`src/rtl/rtc_bus_sequencer_if.sv`:
```
// Command, read-return and RTC pin bundle for rtc_bus_sequencer.
// The master modport is the sequencer's view; slave is the command source / bus side.
interface rtc_bus_sequencer_if #(
    parameter int DATA_W    = 8,
    parameter int MAX_BURST = 16,
    parameter int LEN_W     = $clog2(MAX_BURST + 1)
);
    logic              cmd_valid;
    logic              cmd_ready;
    logic              cmd_write;
    logic [DATA_W-1:0] cmd_addr;
    logic [DATA_W-1:0] cmd_data;
    logic [LEN_W-1:0]  cmd_len;
    logic              abort;

    logic [DATA_W-1:0] bus_in;
    logic [DATA_W-1:0] bus_out;
    logic              bus_oe;
    logic              A_D;
    logic              CS;
    logic              RD;
    logic              WR;

    logic              rd_valid;
    logic [DATA_W-1:0] rd_data;
    logic [LEN_W-1:0]  rd_index;
    logic              busy;
    logic              done;
    logic              aborted;

    modport master (
        input  cmd_valid, cmd_write, cmd_addr, cmd_data, cmd_len, abort, bus_in,
        output cmd_ready, bus_out, bus_oe, A_D, CS, RD, WR,
        output rd_valid, rd_data, rd_index, busy, done, aborted
    );

    modport slave (
        output cmd_valid, cmd_write, cmd_addr, cmd_data, cmd_len, abort, bus_in,
        input  cmd_ready, bus_out, bus_oe, A_D, CS, RD, WR,
        input  rd_valid, rd_data, rd_index, busy, done, aborted
    );
endinterface

```
`src/rtl/rtc_bus_sequencer.sv`:
```
// Master for the RTC multiplexed A/D bus: single writes and burst reads with
// programmable setup/pulse/hold/gap timing; pins are registered straight from the FSM.
module rtc_bus_sequencer #(
    parameter int DATA_W    = 8,
    parameter int T_SETUP   = 1,
    parameter int T_PULSE   = 4,
    parameter int T_HOLD    = 1,
    parameter int T_GAP     = 2,
    parameter int MAX_BURST = 16,
    parameter int LEN_W     = $clog2(MAX_BURST + 1)
) (
    input  logic                 clk_i,
    input  logic                 reset_ni,
    rtc_bus_sequencer_if.master  bus_if
);

    localparam int T_MAX_SP = (T_SETUP > T_PULSE) ? T_SETUP : T_PULSE;
    localparam int T_MAX_HG = (T_HOLD > T_GAP) ? T_HOLD : T_GAP;
    localparam int T_MAX    = (T_MAX_SP > T_MAX_HG) ? T_MAX_SP : T_MAX_HG;
    localparam int CNT_W    = $clog2(T_MAX) + 1;

    typedef enum logic [3:0] {
        S_IDLE,
        S_A_SETUP, S_A_PULSE, S_A_HOLD, S_A_GAP,
        S_D_SETUP, S_D_PULSE, S_D_HOLD, S_D_GAP
    } state_e;

    typedef struct packed {
        logic              cs;
        logic              rd;
        logic              wr;
        logic              a_d;
        logic              oe;
        logic [DATA_W-1:0] dout;
    } pins_t;

    localparam pins_t IDLE_PINS = '{cs: 1'b1, rd: 1'b1, wr: 1'b1, a_d: 1'b1, oe: 1'b0, dout: '0};

    state_e            state_q;
    logic [CNT_W-1:0]  cnt_q;
    pins_t             pins_q;
    logic [DATA_W-1:0] addr_q;
    logic [DATA_W-1:0] data_q;
    logic              write_q;
    logic [LEN_W-1:0]  len_q;
    logic [LEN_W-1:0]  idx_q;
    logic              abort_q;
    logic              rd_valid_q;
    logic [DATA_W-1:0] rd_data_q;
    logic [LEN_W-1:0]  rd_index_q;
    logic              done_q;
    logic              aborted_q;

    logic [LEN_W-1:0]  len_eff;
    logic [LEN_W-1:0]  idx_inc;
    logic [DATA_W-1:0] addr_inc;
    logic              more;
    logic              stop;

    function automatic state_e succ(state_e s);
        case (s)
            S_A_SETUP: return S_A_PULSE;
            S_A_PULSE: return S_A_HOLD;
            S_A_HOLD:  return S_A_GAP;
            S_A_GAP:   return S_D_SETUP;
            S_D_SETUP: return S_D_PULSE;
            S_D_PULSE: return S_D_HOLD;
            S_D_HOLD:  return S_D_GAP;
            default:   return S_IDLE;
        endcase
    endfunction

    // Count loaded on entry; the state is left when it reaches zero.
    function automatic logic [CNT_W-1:0] dur(state_e s);
        case (s)
            S_A_SETUP, S_D_SETUP: return CNT_W'(T_SETUP - 1);
            S_A_PULSE, S_D_PULSE: return CNT_W'(T_PULSE - 1);
            S_A_HOLD,  S_D_HOLD:  return CNT_W'(T_HOLD - 1);
            S_A_GAP,   S_D_GAP:   return CNT_W'(T_GAP - 1);
            default:              return '0;
        endcase
    endfunction

    function automatic pins_t pins_for(state_e s, logic wr_cmd,
                                       logic [DATA_W-1:0] a, logic [DATA_W-1:0] d);
        pins_t p;
        p = IDLE_PINS;
        case (s)
            S_A_SETUP, S_A_HOLD: begin
                p.cs = 1'b0; p.a_d = 1'b0; p.oe = 1'b1; p.dout = a;
            end
            S_A_PULSE: begin
                p.cs = 1'b0; p.a_d = 1'b0; p.oe = 1'b1; p.dout = a; p.wr = 1'b0;
            end
            S_A_GAP: p.a_d = 1'b0;
            S_D_SETUP, S_D_HOLD: begin
                p.cs = 1'b0; p.oe = wr_cmd; p.dout = wr_cmd ? d : '0;
            end
            S_D_PULSE: begin
                p.cs = 1'b0; p.oe = wr_cmd; p.dout = wr_cmd ? d : '0;
                if (wr_cmd) p.wr = 1'b0;
                else        p.rd = 1'b0;
            end
            default: ;
        endcase
        return p;
    endfunction

    // NOTE: every branch assigns len_eff, so this combinational block cannot infer a latch.
    always_comb begin
        if (bus_if.cmd_write || bus_if.cmd_len == '0)
            len_eff = LEN_W'(1);
        else if (bus_if.cmd_len > LEN_W'(MAX_BURST))
            len_eff = LEN_W'(MAX_BURST);
        else
            len_eff = bus_if.cmd_len;
    end

    assign idx_inc  = idx_q + 1'b1;
    assign addr_inc = addr_q + 1'b1;
    assign more     = idx_inc < len_q;
    assign stop     = abort_q | bus_if.abort;

    // NOTE: non-blocking assignments only, so every register sees pre-edge values.
    always_ff @(posedge clk_i or negedge reset_ni) begin
        if (!reset_ni) begin
            state_q    <= S_IDLE;
            cnt_q      <= '0;
            pins_q     <= IDLE_PINS;
            addr_q     <= '0;
            data_q     <= '0;
            write_q    <= 1'b0;
            len_q      <= '0;
            idx_q      <= '0;
            abort_q    <= 1'b0;
            rd_valid_q <= 1'b0;
            rd_data_q  <= '0;
            rd_index_q <= '0;
            done_q     <= 1'b0;
            aborted_q  <= 1'b0;
        end else begin
            rd_valid_q <= 1'b0;
            done_q     <= 1'b0;
            aborted_q  <= 1'b0;
            if (state_q != S_IDLE && bus_if.abort) abort_q <= 1'b1;

            case (state_q)
                S_IDLE: begin
                    abort_q <= 1'b0;
                    if (bus_if.cmd_valid) begin
                        addr_q  <= bus_if.cmd_addr;
                        data_q  <= bus_if.cmd_data;
                        write_q <= bus_if.cmd_write;
                        len_q   <= len_eff;
                        idx_q   <= '0;
                        state_q <= S_A_SETUP;
                        cnt_q   <= dur(S_A_SETUP);
                        pins_q  <= pins_for(S_A_SETUP, bus_if.cmd_write,
                                            bus_if.cmd_addr, bus_if.cmd_data);
                    end
                end
                default: begin
                    if (cnt_q != '0) begin
                        cnt_q <= cnt_q - 1'b1;
                    end else if (state_q == S_D_GAP) begin
                        // An abort seen on the final gap cycle still counts.
                        if (more && !stop) begin
                            addr_q  <= addr_inc;
                            idx_q   <= idx_inc;
                            state_q <= S_A_SETUP;
                            cnt_q   <= dur(S_A_SETUP);
                            pins_q  <= pins_for(S_A_SETUP, write_q, addr_inc, data_q);
                        end else begin
                            state_q   <= S_IDLE;
                            pins_q    <= IDLE_PINS;
                            done_q    <= 1'b1;
                            aborted_q <= more && stop;
                        end
                    end else begin
                        if (state_q == S_D_PULSE && !write_q) begin
                            rd_valid_q <= 1'b1;
                            rd_data_q  <= bus_if.bus_in;
                            rd_index_q <= idx_q;
                        end
                        state_q <= succ(state_q);
                        cnt_q   <= dur(succ(state_q));
                        pins_q  <= pins_for(succ(state_q), write_q, addr_q, data_q);
                    end
                end
            endcase
        end
    end

    assign bus_if.cmd_ready = (state_q == S_IDLE);
    assign bus_if.busy      = (state_q != S_IDLE);
    assign bus_if.CS        = pins_q.cs;
    assign bus_if.RD        = pins_q.rd;
    assign bus_if.WR        = pins_q.wr;
    assign bus_if.A_D       = pins_q.a_d;
    assign bus_if.bus_oe    = pins_q.oe;
    assign bus_if.bus_out   = pins_q.dout;
    assign bus_if.rd_valid  = rd_valid_q;
    assign bus_if.rd_data   = rd_data_q;
    assign bus_if.rd_index  = rd_index_q;
    assign bus_if.done      = done_q;
    assign bus_if.aborted   = aborted_q;

endmodule

```
`src/flat_wrapper.sv`:
```
// flat-port wrapper written by rule: the top's interface ports become plain ports
module rtc_bus_sequencer_flat 
#(
    parameter int DATA_W    = 8,
    parameter int T_SETUP   = 1,
    parameter int T_PULSE   = 4,
    parameter int T_HOLD    = 1,
    parameter int T_GAP     = 2,
    parameter int MAX_BURST = 16,
    parameter int LEN_W     = $clog2(MAX_BURST + 1)
)
  (clk_i, reset_ni, bus_if_cmd_valid, bus_if_cmd_write, bus_if_cmd_addr, bus_if_cmd_data, bus_if_cmd_len, bus_if_abort, bus_if_bus_in, bus_if_cmd_ready, bus_if_bus_out, bus_if_bus_oe, bus_if_A_D, bus_if_CS, bus_if_RD, bus_if_WR, bus_if_rd_valid, bus_if_rd_data, bus_if_rd_index, bus_if_busy, bus_if_done, bus_if_aborted);
  rtc_bus_sequencer_if #(.DATA_W(DATA_W), .MAX_BURST(MAX_BURST), .LEN_W(LEN_W)) bus_if_i ();
  input  logic clk_i;
  input  logic reset_ni;
  input wire logic [$bits(bus_if_i.cmd_valid)-1:0] bus_if_cmd_valid;
  input wire logic [$bits(bus_if_i.cmd_write)-1:0] bus_if_cmd_write;
  input wire logic [$bits(bus_if_i.cmd_addr)-1:0] bus_if_cmd_addr;
  input wire logic [$bits(bus_if_i.cmd_data)-1:0] bus_if_cmd_data;
  input wire logic [$bits(bus_if_i.cmd_len)-1:0] bus_if_cmd_len;
  input wire logic [$bits(bus_if_i.abort)-1:0] bus_if_abort;
  input wire logic [$bits(bus_if_i.bus_in)-1:0] bus_if_bus_in;
  output wire logic [$bits(bus_if_i.cmd_ready)-1:0] bus_if_cmd_ready;
  output wire logic [$bits(bus_if_i.bus_out)-1:0] bus_if_bus_out;
  output wire logic [$bits(bus_if_i.bus_oe)-1:0] bus_if_bus_oe;
  output wire logic [$bits(bus_if_i.A_D)-1:0] bus_if_A_D;
  output wire logic [$bits(bus_if_i.CS)-1:0] bus_if_CS;
  output wire logic [$bits(bus_if_i.RD)-1:0] bus_if_RD;
  output wire logic [$bits(bus_if_i.WR)-1:0] bus_if_WR;
  output wire logic [$bits(bus_if_i.rd_valid)-1:0] bus_if_rd_valid;
  output wire logic [$bits(bus_if_i.rd_data)-1:0] bus_if_rd_data;
  output wire logic [$bits(bus_if_i.rd_index)-1:0] bus_if_rd_index;
  output wire logic [$bits(bus_if_i.busy)-1:0] bus_if_busy;
  output wire logic [$bits(bus_if_i.done)-1:0] bus_if_done;
  output wire logic [$bits(bus_if_i.aborted)-1:0] bus_if_aborted;
  assign bus_if_i.cmd_valid = bus_if_cmd_valid;
  assign bus_if_i.cmd_write = bus_if_cmd_write;
  assign bus_if_i.cmd_addr = bus_if_cmd_addr;
  assign bus_if_i.cmd_data = bus_if_cmd_data;
  assign bus_if_i.cmd_len = bus_if_cmd_len;
  assign bus_if_i.abort = bus_if_abort;
  assign bus_if_i.bus_in = bus_if_bus_in;
  assign bus_if_cmd_ready = bus_if_i.cmd_ready;
  assign bus_if_bus_out = bus_if_i.bus_out;
  assign bus_if_bus_oe = bus_if_i.bus_oe;
  assign bus_if_A_D = bus_if_i.A_D;
  assign bus_if_CS = bus_if_i.CS;
  assign bus_if_RD = bus_if_i.RD;
  assign bus_if_WR = bus_if_i.WR;
  assign bus_if_rd_valid = bus_if_i.rd_valid;
  assign bus_if_rd_data = bus_if_i.rd_data;
  assign bus_if_rd_index = bus_if_i.rd_index;
  assign bus_if_busy = bus_if_i.busy;
  assign bus_if_done = bus_if_i.done;
  assign bus_if_aborted = bus_if_i.aborted;
  rtc_bus_sequencer #(.DATA_W(DATA_W), .T_SETUP(T_SETUP), .T_PULSE(T_PULSE), .T_HOLD(T_HOLD), .T_GAP(T_GAP), .MAX_BURST(MAX_BURST), .LEN_W(LEN_W)) u_core (.clk_i(clk_i), .reset_ni(reset_ni), .bus_if(bus_if_i));
endmodule
```
`config.mk`:
```
export PLATFORM = sky130hd
export DESIGN_NAME = rtc_bus_sequencer_flat
export DESIGN_NICKNAME = d
export VERILOG_FILES = /design/src/rtl/rtc_bus_sequencer_if.sv /design/src/rtl/rtc_bus_sequencer.sv /design/src/flat_wrapper.sv
export SDC_FILE = /design/constraint.sdc
export NUM_CORES = 1
export LEC_CHECK = 0
export BUFFER_PORTS_ARGS = -buffer_cell sky130_fd_sc_hd__buf_2
export CAP_MARGIN = 20
export CORE_MARGIN = 4
export CORE_UTILIZATION = 35
export DETAILED_ROUTE_END_ITERATION = 6
export PLACE_DENSITY_LB_ADDON = 0.2
export SETUP_SLACK_MARGIN = 0.3
export SYNTH_ARGS = -nofsm -noshare
export SYNTH_HDL_FRONTEND = slang
export SYNTH_SLANG_ARGS = --single-unit
```
`constraint.sdc`:
```
create_clock -name clk_i -period 2.22 [get_ports clk_i]
set_input_delay 0.111 -clock clk_i [delete_from_list [all_inputs] [get_ports clk_i]]
set_output_delay 0.111 -clock clk_i [all_outputs]
set_load 0.02 [all_outputs]
```
After elaboration in Yosys (flattened, before gate mapping)
Memory sizes are Yosys's and may differ from the RTL's.
Cells that the tools add are included.

operators by class
  $lt $le $gt $ge = 2
  reduce and logical (&&, ||, !) cells = 23
  bitwise gates (word level) = 4
  equality and inequality tests = 18
  $add $sub $neg = 3
  mux-type cells = 53

operators by type and width
  cell                   count
  $mux W13               5
  $mux W8                6
  $mux W5                7
  $eq A4 B3 Y1 const B   8
  $mux W4                7
  $pmux W4 S7            1
  $mux W1                20
  $pmux W9 S2            1
  $eq A4 B2 Y1 const B   4
  $mux W3                5
  $add A8 B1 Y8 const B  1
  $eq A4 B1 Y1 const B   2
  $reduce_and A4 Y1      2
  $reduce_and A2 Y1      3
  $reduce_bool A2 Y1     3
  $reduce_or A3 Y1       2
  $reduce_or A6 Y1       1
  $add A5 B1 Y5 const B  1
  $gt A5 B5 Y1 const B   1
  $logic_not A5 Y1       1
  $lt A5 B5 Y1           1
  $eq A4 B4 Y1 const B   1
  $logic_and A1 B1 Y1    4
  $logic_not A4 Y1       1
  other kinds (11)       15

word-level totals
  output and inout bits = 31
  bits in read-only memories = 32
  memories kept = 1
  word-level logic and storage cells = 123
  input port bits = 34
  bits in registers = 64

memories
  name              depth  width  rd ports  clocked after Yosys merged registers in  wr ports  line                     text
  (name not given)  16     2      1         0                                        0         rtc_bus_sequencer.sv:75  case (s)

Depth between registers and ports, before layout
  word-level depth = 11
  gate-level depth with buffers = 10
  mapped depth without buffers = 9

Worst setup path before layout
Ideal clock, no wire load.

  kind = flip-flop to flip-flop
  start point = register u_core.idx_q[0]
  end point = register u_core.addr_q[6]
  required time = 2.099 ns
  cell stages (with the launch flop) = 11
  path slack = -0.107 ns
  period minus slack after synthesis = 2.327 ns
  arrival time = 2.206 ns
  path buffers = 1
  cell sequence = dfrtp_1 -> ha_1 -> nand3_1 -> xnor2_1 -> ha_1 -> a211o_1 -> nor2_1 -> o211ai_4 -> and2_4 -> buf_6 -> o22a_1

between the ends
  cells in the longest elaborated chain, start to end = 5

ends and longest elaborated chain
  element                       line                      text
  from (decl)                   rtc_bus_sequencer.sv:46   logic [LEN_W-1:0] idx_q;
  from (signal assigned)        rtc_bus_sequencer.sv:169  idx_q <= idx_inc;
  $add A5 B1 Y5                 rtc_bus_sequencer.sv:119  assign idx_inc = idx_q + 1'b1;
  $lt A5 B5 Y1                  rtc_bus_sequencer.sv:121  assign more = idx_inc < len_q;
  $logic_and A1 B1 Y1           rtc_bus_sequencer.sv:167  if (more && !stop) begin
  $reduce_bool A2 Y1 (no line)  -
  $reduce_and A4 Y1 (no line)   -
  to (signal assigned)          rtc_bus_sequencer.sv:151  addr_q <= bus_if.cmd_addr;
  to (signal assigned)          rtc_bus_sequencer.sv:168  addr_q <= addr_inc;
  to (decl)                     rtc_bus_sequencer.sv:42   logic [DATA_W-1:0] addr_q;

Every way passes these cells.
A chain may end at the register's enable or synchronous reset.

Worst setup path after layout
  start point = register u_core.idx_q[0]
  end point = register u_core.state_q[0]

between the ends
  cells in the longest elaborated chain, start to end = 7

ends and longest elaborated chain
  element               line                      text
  $add A5 B1 Y5         rtc_bus_sequencer.sv:119
  $lt A5 B5 Y1          rtc_bus_sequencer.sv:121
  $logic_and A1 B1 Y1   rtc_bus_sequencer.sv:167
  $mux W1               rtc_bus_sequencer.sv:167
  $mux W4               rtc_bus_sequencer.sv:165  end else if (state_q == S_D_GAP) begin
  $mux W4               rtc_bus_sequencer.sv:163  if (cnt_q != '0) begin
  $mux W4               rtc_bus_sequencer.sv:147  case (state_q)
  to (signal assigned)  rtc_bus_sequencer.sv:185  state_q <= succ(state_q);
  to (decl)             rtc_bus_sequencer.sv:39   state_e state_q;

Every way passes these cells. The select of a mux whose other input is x is not followed.

==> results.py <==
metrics = {
    "outcome": {
        "status": "finished with violations",
        "violations": "setup timing",
    },
    "drt": {
        "first_iter_violations": 85,
        "drcViolationCount": 0,
        "wire_per_inst_um": 15.9,
        "vias_per_cell": 5.15,
        "ant_nets": 0,
        "wl_um": 8690,
        "drt_first_pass_iters": 4,
        "dr_total_vias": 2813,
    },
    "grt": {
        "grt_pass1_wl_um": 14600,
        "overflow": 0,
        "grt_max_degree": 24,
        "antenna_found_initial": 0,
        "grtUsageTotal_pct": 16.4,
        "grt_pass1_vias": 2956,
    },
    "yosys": {
        "synthArstFlopShare_pct": 100,
        "avgSynthCellArea_um2": 10.1,
        "syn-instance-count": 326,
        "synth_nets": 368,
        "synth-main-ff-cell": "dfrtp_1",
        "ys.warnings.count": 0,
        "synth_cell_types": 48,
        "synth_edf_count": 0,
        "synth_area_mm2": 0.00329,
        "synth-seq-cells": 64,
        "seq_area_frac_synth_pct": 48.8,
    },
    "power": {
        "p_leak_uw": 0.00205,
        "swShare_pct": 40.1,
        "power.density_mw_per_mm2": 1200,
        "power_frac_seq_pct": 36.2,
        "p_clk_share_pct": 19.2,
        "max-vdd-ir-drop_mv": 0.557,
        "intPower_uw": 3270,
        "p_switching_uw": 2180,
        "power_frac_comb_pct": 44.5,
    },
    "hold_path": {
        "hold_class": "input pin to register",
    },
    "floorplan": {
        "fp.dieH_um": 105,
        "num_io_pins": 65,
        "die_area_mm2": 0.0110,
        "initial_core_util_pct": 35.8,
        "die_w_um": 105,
        "core_area_mm2": 0.00920,
        "row_count": 35,
    },
    "cells_and_area": {
        "area_growth_syn_to_layout_pct": 38.3,
        "final_layout_size_suffix_gt1_share_pct": 43.0,
        "num-fill-cells": 876,
        "antenna_cells": 0,
        "utilization_pct": 49.5,
        "design_area_mm2": 0.00455,
        "final_nets": 472,
    },
    "worst_setup_path": {
        "cp_data_required_time_ps": 2460,
        "critPathBufInv": 3,
        "worstPathArrival_ps": 2500,
        "setup.worst_path.end_class": "register",
        "cp_max_fo": 5,
        "cp_slowest_cell": "dfrtp_1",
        "r2r_slack_ps": -40,
        "slowest_delay_ps": 420,
        "critPathTopFamily": "compound AO/OA/AOI/OAI gates",
        "path_cells": "ha_4 -> buf_4 -> nand2b_4 -> nand2_4 -> ha_4 -> a21o_1 -> a31oi_4 -> buf_6 -> o21ai_4 -> buf_6 -> o211ai_1 -> o21a_1",
        "crit_path_start_kind": "register",
        "crit_type": "register to register",
    },
    "placed_design": {
        "io_buffers": 64,
        "dpl-instance-area_mm2": 0.00385,
        "place_congestion": 0.788,
        "place_hpwl_um": 5900,
    },
    "sta": {
        "period_share_pct": 102,
        "hold_viol": 0,
        "worstMarginPinSlew_ps": 620,
        "setup_viol": 8,
        "period_minus_slack_ps": 2260,
        "fin_tns_setup_ps": -170,
        "maxSlewHeadroom_pct": 58.5,
        "whs_ps": 1.74,
        "fmax_mhz": 442,
        "drv_slew": 0,
        "fin_skew_ps": 11.1,
        "rsz0062_at_grt": "true",
        "fin_ws_ps": -43.6,
    },
    "clocking": {
        "worstSkewPairLatency_ps": 350,
        "cts.sinks": 64,
        "cts_htree_levels": 3,
        "clock-root-buffer": "clkbuf_8",
        "clkTransAtPathRegs_ps": 70,
        "cts_buffers": 9,
        "cts_tree": "yes",
        "cts_buffer_depth": 2,
    },
    "flow_run": {
        "drv_cap": 0,
    },
}
[per-layer routing]
metal  vias up  part of all wire (%)  global-route usage (%)
li1       1362                     -                       -
met1      1386                    44                    21.1
met2        53                    50                    27.4
met3        12                   4.3                    4.20
met4         0                   1.4                    4.78
met5         -                     0                       0
[stage by stage]
stage / std cells / power [uW] / setup WS (ps)
finish: 546 / 5450 / -43.6
global route: 546 / 5890 / -132
CTS: 544 / 5390 / -52.0
detailed placement: 505 / 4140 / -133
global placement: 505 / 4080 / -16.1
floorplan: 326 / 3460 / -36.7
[logic make-up (layout without fill, tap and decap cells)]
group           after synthesis  count (layout)  synth area share, %
simple gates                107             107                 15.6
compound gates               79              80                 17.0
flops                        64              64                 48.8
buf+inv                      35             143                 4.83
mux                          25              25                 8.52
fa+ha+maj                     8               8                 3.04
xor+xnor                      8               8                 2.13
[final timing paths]
kind	startpoint	to	depth (start not counted)
min in group asynchronous	reset_ni	u_core.bus_if.bus_out[7]	2
max in group asynchronous	reset_ni	u_core.bus_if.rd_data[3]	3
max reg2reg	u_core.idx_q[0]	u_core.state_q[0]	12
max	u_core.idx_q[0]	u_core.state_q[0]	12
min	bus_if_bus_in[3]	u_core.bus_if.rd_data[3]	2
min reg2reg	u_core.len_q[1]	u_core.len_q[1]	2
[worst register-to-register path, stage by stage, from the launching register on]
cell      delay, ps
dfrtp_1         420
ha_4            190
buf_4           140
nand2b_4         70
nand2_4          50
ha_4            270
a21o_1          150
a31oi_4          50
buf_6           140
o21ai_4         250
buf_6           190
o211ai_1        100
o21a_1          140
[registers in the layout, indices dropped and copies added, names as in the netlist, 3 cells and up]
name	flops
u_core.bus_if.rd_data	8
u_core.cnt_q	3
u_core.addr_q	8
u_core.idx_q	5
u_core.state_q	4
u_core.bus_if.bus_out	8
u_core.data_q	8
u_core.len_q	5
u_core.bus_if.rd_index	5
[timing repair]
action | 4_1_cts | 5_1_grt
hold buffers | 16 | 0
gates cloned | 1 | 1
endpoints found under the hold margin | 32 | 0
buffers inserted | 6 | 1
resized for setup | 27 | 30
endpoints found under the setup margin | 31 | 43
pin swaps | 16 | 18
[cells in the mapped netlist, types with 8 or more instances]
cell | n | area, um2
a21oi_1 | 10 | 50.1
nor2_1 | 31 | 116
ha_1 | 8 | 100
nand2_1 | 33 | 124
mux2_2 | 24 | 270
dfrtp_1 | 60 | 1500
o22a_1 | 9 | 78.8
a22oi_1 | 10 | 75.1
inv_1 | 15 | 56.3
nand3_1 | 13 | 65.1
o211ai_1 | 8 | 60.1
o21ai_0 | 16 | 80.1
[layout by cell type, fill, tap and decap left out, types with 4 or more instances in the layout]
master / count
xnor2_1: 4
buf_4: 25
a31oi_1: 6
buf_2: 64
nor2_4: 7
buf_6: 7
o21ai_0: 11
dfrtp_1: 59
nand2_1: 31
a22oi_1: 10
mux2_2: 23
clkbuf_8: 10
o211ai_1: 8
ha_1: 4
dfstp_2: 4
nor2_1: 24
nand3_1: 10
a21oi_1: 8
o22a_1: 9
dlygate4sd3_1: 16
o21ai_1: 4
nor2b_1: 4
inv_1: 13
[area by class of cell]
type	count	area [um2]	area share (%)
Clock buffer	10	138	3.03
Clock inverter	6	67.6	1.49
Inverter	15	56.3	1.24
Multi-Input combinational cell	228	1790	39.4
Sequential cell	64	1610	35.4
Tap cell	111	139	3.05
Timing Repair Buffer	112	747	16.4
[power groups by stage]
stage | Clock [uW] | Sequential (uW) | Combinational (uW)
floorplan | 0 | 2100 | 1360
global route | 1140 | 2040 | 2700
detailed placement | 0 | 1990 | 2150
global placement | 0 | 1970 | 2110
CTS | 1080 | 1970 | 2340
finish | 1050 | 1970 | 2430
No activity file was read; power rests on OpenSTA's default activity.
